File: config.mk
export PLATFORM = sky130hd
export DESIGN_NAME = debounce_scheduler
export DESIGN_NICKNAME = d
export VERILOG_FILES = /design/src/rtl/debounce_scheduler_pkg.sv /design/src/rtl/debounce_scheduler_sync_2ff.sv /design/src/rtl/debounce_scheduler.sv
export SDC_FILE = /design/constraint.sdc
export NUM_CORES = 1
export LEC_CHECK = 0
export BUFFER_PORTS_ARGS = -buffer_cell sky130_fd_sc_hd__buf_2
export CAP_MARGIN = 20
export CORE_MARGIN = 2
export CORE_UTILIZATION = 45
export CTS_CLUSTER_DIAMETER = 100
export CTS_CLUSTER_SIZE = 25
export DETAILED_ROUTE_END_ITERATION = 8
export PLACE_DENSITY = 0.71
export SETUP_SLACK_MARGIN = 0.4
export SLEW_MARGIN = 15
export SYNTH_ARGS = -nofsm -noshare
export SYNTH_HDL_FRONTEND = slang
export SYNTH_SLANG_ARGS = --single-unit
File: constraint.sdc
create_clock -name clk -period 1.6 [get_ports clk]
set_input_delay 0.24 -clock clk [delete_from_list [all_inputs] [get_ports clk]]
set_output_delay 0.24 -clock clk [all_outputs]
set_load 0.01 [all_outputs]
File: src/rtl/debounce_scheduler_pkg.sv
// Shared types and helpers for the time-multiplexed switch debouncer.
// FSM encodings and the channel-index width helper live here.
package debounce_scheduler_pkg;

  typedef enum logic {
    ST_IDLE = 1'b0,
    ST_SCAN = 1'b1
  } state_t;

  // Width of the channel index; a single channel still needs one bit.
  function automatic int idx_width(input int n);
    return (n > 1) ? $clog2(n) : 1;
  endfunction

endpackage

File: src/rtl/debounce_scheduler_sync_2ff.sv
// Two-flop synchronizer for one raw switch input.
// Resets to 0 asynchronously.
module sync_2ff (
  input  logic clk,
  input  logic rst_n,
  input  logic i_d,
  output logic o_q
);

  logic r_meta;
  logic r_sync;

  always_ff @(posedge clk or negedge rst_n) begin
    if (!rst_n) begin
      r_meta <= 1'b0;
      r_sync <= 1'b0;
    end else begin
      r_meta <= i_d;
      r_sync <= r_meta;
    end
  end

  assign o_q = r_sync;

endmodule

File: src/rtl/debounce_scheduler.sv
// N-channel debouncer sharing one prescaler; each sample tick starts a scan
// that evaluates one channel per clock and emits 1-cycle rise/fall pulses.
module debounce_scheduler
  import debounce_scheduler_pkg::*;
#(
  parameter int N          = 4,
  parameter int PRESCALE_W = 16,
  parameter int PRESCALE   = 10000,
  parameter int STABLE_CNT = 4,
  parameter int CNT_W      = 3
) (
  input  logic         clk,
  input  logic         rst_n,
  input  logic         enable,
  input  logic [N-1:0] in,
  output logic [N-1:0] out,
  output logic [N-1:0] rise,
  output logic [N-1:0] fall,
  output logic         tick,
  output logic         overrun
);

  localparam int                    IDX_W   = idx_width(N);
  localparam logic [PRESCALE_W-1:0] PRE_MAX = PRESCALE_W'(PRESCALE - 1);
  localparam logic [CNT_W-1:0]      CNT_MAX = CNT_W'(STABLE_CNT - 1);
  localparam logic [IDX_W-1:0]      IDX_MAX = IDX_W'(N - 1);

  logic [N-1:0]          w_s;
  logic [N-1:0]          w_sel;
  logic                  w_tick;
  logic [PRESCALE_W-1:0] r_pre;
  state_t                r_state;
  state_t                w_state_next;
  logic [IDX_W-1:0]      r_idx;
  logic [IDX_W-1:0]      w_idx_next;
  logic                  r_overrun;
  logic [N-1:0]          r_out;
  logic [N-1:0]          r_rise;
  logic [N-1:0]          r_fall;
  logic [CNT_W-1:0]      r_cnt [N];

  generate
    for (genvar gi = 0; gi < N; gi++) begin : g_chan
      sync_2ff u_sync (
        .clk   (clk),
        .rst_n (rst_n),
        .i_d   (in[gi]),
        .o_q   (w_s[gi])
      );
      assign w_sel[gi] = (r_state == ST_SCAN) && (r_idx == IDX_W'(gi));
    end
  endgenerate

  assign w_tick = enable && (r_pre == PRE_MAX);

  always_ff @(posedge clk or negedge rst_n) begin
    if (!rst_n) begin
      r_pre <= '0;
    end else if (!enable || w_tick) begin
      r_pre <= '0;
    end else begin
      r_pre <= r_pre + 1'b1;
    end
  end

  always_ff @(posedge clk or negedge rst_n) begin
    if (!rst_n) begin
      r_state   <= ST_IDLE;
      r_idx     <= '0;
      r_overrun <= 1'b0;
    end else begin
      r_state <= w_state_next;
      r_idx   <= w_idx_next;
      // A tick during a scan is dropped; only the sticky flag records it.
      if (w_tick && (r_state == ST_SCAN)) begin
        r_overrun <= 1'b1;
      end
    end
  end

  always_comb begin
    w_state_next = r_state;
    w_idx_next   = r_idx;
    case (r_state)
      ST_IDLE: begin
        if (w_tick) begin
          w_state_next = ST_SCAN;
          w_idx_next   = '0;
        end
      end
      ST_SCAN: begin
        if (r_idx == IDX_MAX) begin
          w_state_next = ST_IDLE;
          w_idx_next   = '0;
        end else begin
          w_idx_next = r_idx + 1'b1;
        end
      end
      default: begin
        w_state_next = ST_IDLE;
        w_idx_next   = '0;
      end
    endcase
  end

  // Only the channel selected by the scan index can change in a given cycle.
  always_ff @(posedge clk or negedge rst_n) begin
    if (!rst_n) begin
      r_out  <= '0;
      r_rise <= '0;
      r_fall <= '0;
      for (int i = 0; i < N; i++) begin
        r_cnt[i] <= '0;
      end
    end else begin
      r_rise <= '0;
      r_fall <= '0;
      for (int i = 0; i < N; i++) begin
        if (w_sel[i]) begin
          if (w_s[i] == r_out[i]) begin
            r_cnt[i] <= '0;
          end else if (r_cnt[i] == CNT_MAX) begin
            r_out[i]  <= w_s[i];
            r_cnt[i]  <= '0;
            r_rise[i] <= w_s[i];
            r_fall[i] <= ~w_s[i];
          end else begin
            r_cnt[i] <= r_cnt[i] + 1'b1;
          end
        end
      end
    end
  end

  assign out     = r_out;
  assign rise    = r_rise;
  assign fall    = r_fall;
  assign tick    = w_tick;
  assign overrun = r_overrun;

endmodule

==> results.ini <==
[worst_setup_path]
critPathBufInv = 1
reg2reg_depth = 6
cpLargestDelayFamily = simple AND/OR/NAND/NOR gates
worstSetupStartpointType = register
r2r-start = r_pre[11]
required_ns = 1.36
critPathMaxFanout = 2
worst_path_max_delay_cell = or3_1
worstReg2RegEnd = r_pre[10]
crit_type = reg -> out
ff2ff_setup_slack_ns = -0.08
cp_data_arrival_time_ns = 1.74
path_cells = or3_1 -> nor4_4 -> and3_4 -> buf_2
endpoint_kind = output port
cp_num_cells = 4
max_stage_delay_ns = 0.41

[timing]
final-setup-viol-count = 21
relSlewSlack = 0.775
worst_slew_pin_slew_ns = 0.334
skew_ns = 0.00753
finalSetupTns_ns = -1.54
clock.fmax_mhz = 505
rsz0062_at_grt = yes
slew_violations = 0
fin_ws_ns = -0.382
final.period_utilization = 1.24
period_minus_slack_ns = 1.98
finalHoldViolCount = 0

[flow_run]
cap_violations = 0

[grt]
antenna_found_initial = 0
grt_max_degree = 53
grt_usage = 0.166
grt_pass1_wl_um = 7020
grt_pass1_vias = 1599
globalRouteOverflowTotal = 0

[hold_path]
hold_end = g_chan[2].u_sync.r_meta
hp-start = in[2]
min_path_type = in -> reg
hold_path_depth = 1

[finish]
fin_nets = 275
regArea_mm2 = 0.00131
drive_gt1_frac = 0.488
fin_util = 0.654
fill_cells = 374
diodes = 0
design_area_mm2 = 0.00311
syn2layout_area_growth_pct = 39.2
multi_input_area_mm2 = 0.00116

[power_and_ir_drop]
pwr_density_cell_mw_per_mm2 = 705
leakagePower_uw = 0.00145
peakVddDrop_uv = 620

[place]
gp_congestion = 0.791
hpwlAfterDp_um = 2660
port-buffer-count = 20
place_area_mm2 = 0.00266

[synthesis]
yosys_warnings = 0
synth_nets = 215
synthesis.area_mm2 = 0.00223
syn_inst = 199
synth_area_leaders = dfrtp_1, xnor2_1, ha_1
yosysMostFrequentCell = dfrtp_1
ys_ff_latch = 52
yosys-top-cells-count = dfrtp_1, nor2_1, nand2_1, xnor2_1, nand3_1
yosysTopAreaCell = dfrtp_1
async_reset_ff_frac = 1.00
synth_edf_count = 0
synth_cell_types = 30
synth_top_area_share = 0.582
synth_seq_area_share = 0.582
ys.flop_type = dfrtp_1
syn_avg_cell_area_um2 = 11.2

[run_status]
violations = negative setup slack
status = finished with violations

[clock_network]
clk_path_buf_depth = 2
cts_max_level = 2
clock_latency_ns = 0.30
clock-sinks = 52
clk_pin_slew_worst_paths_ns = 0.09
cts_tree = built
cts_root_buf = clkbuf_8
cts_buffers = 5

[detailed_routing]
drt_iter0_drc = 105
vias = 1621
antenna_left = 0
drt-total-wl_um = 4270
drc = 0
viasPerCell = 4.96
wl_per_cell_um = 13.1
firstDrtPassIters = 4

[die]
rows = 25
ios = 21
die_h_um = 74.5
initial_core_util = 0.470
core_mm2 = 0.00475
dieArea_mm2 = 0.00555
fp.dieW_um = 74.5

[sequential cells by signal, summed over array words and instances, names as in the netlist]
register and cells:
rise 4, out 4, g_chan.u_sync.r_meta 4, overrun 1, r_state 1, g_chan.u_sync.o_q 4, r_pre 16, r_cnt 12
r_idx 2, fall 4
[per-stage QoR]
step	worst slack (ns)	power (µW)	instances	hold WS [ns]
after global routing	-0.441	2300	327	0.0238
after CTS	-0.384	2210	317	0.0310
after floorplan	-0.000284	1390	199	-0.0556
after global placement	-0.0607	1440	300	0.256
final	-0.382	2190	327	0.0427
after detailed placement	-0.0898	1450	300	0.255
[final cells by class]
cell class,count,area share
multi-input cells,134,0.372
inverters,10,0.0121
clock buffers,7,0.0278
repair buffers,56,0.140
clock inverters,1,0.00241
flip-flops and latches,52,0.420
well taps,67,0.0270
[worst max-delay path by stage]
stage	startpoint	to
global route	r_pre[15]	tick
CTS	r_pre[15]	tick
floorplan	r_pre[4]	tick
detailed placement	r_pre[15]	tick
global placement	r_pre[15]	tick
finish	r_pre[11]	tick
[cells in the final DEF (no fill, tap or decap), types with 3 or more instances in the layout]
cell type and count:
a21o_1 4, a21oi_1 3, buf_2 20, buf_4 22
buf_6 11, clkbuf_8 6, dfrtp_1 49, dfrtp_2 3
ha_1 3, ha_4 4, inv_1 6, inv_2 4
mux2_4 4, nand2_1 7, nand2_4 4, nand3_1 10
nand4_1 3, nor2_1 5, nor2_2 14, nor2b_1 3
nor3_1 4, nor3b_2 8, nor4_2 3, o21ai_0 5
o21ai_1 3, or3_4 3, xnor2_1 13, xor2_1 3
[timing repair]
action	4_1_cts	5_1_grt
endpoints found under the hold margin	52	0
hold buffers	1	0
setup buffers	8	9
pin swaps	7	12
cloned	0	1
endpoints found under the setup margin	33	41
gates resized for setup	30	32
[cells by family after synthesis]
logic type | share of synthesized area
AND/OR/NAND/NOR | 0.191
flip-flops | 0.582
AO/OA/AOI/OAI | 0.0571
XOR/XNOR | 0.0666
buffers and inverters | 0.0269
adder cells (fa/ha/maj) | 0.0504
multiplexers | 0.0252
[metal layers]
metal | vias to the layer above | wire length [µm] | track usage
met1 | 800 | 1880 | 0.208
met4 | 0 | 50 | 0.0536
met5 | - | 0 | 0
li1 | 796 | - | -
met3 | 5 | 100 | 0.0407
met2 | 20 | 2240 | 0.283
[report_power, final]
group	switching, µW	leakage (µW)	internal, µW
clock network	405	0.0000445	352
registers	13.3	0.000693	1330
logic	54.1	0.000717	38.4
Note: power is estimated with default switching activity, not from simulation.
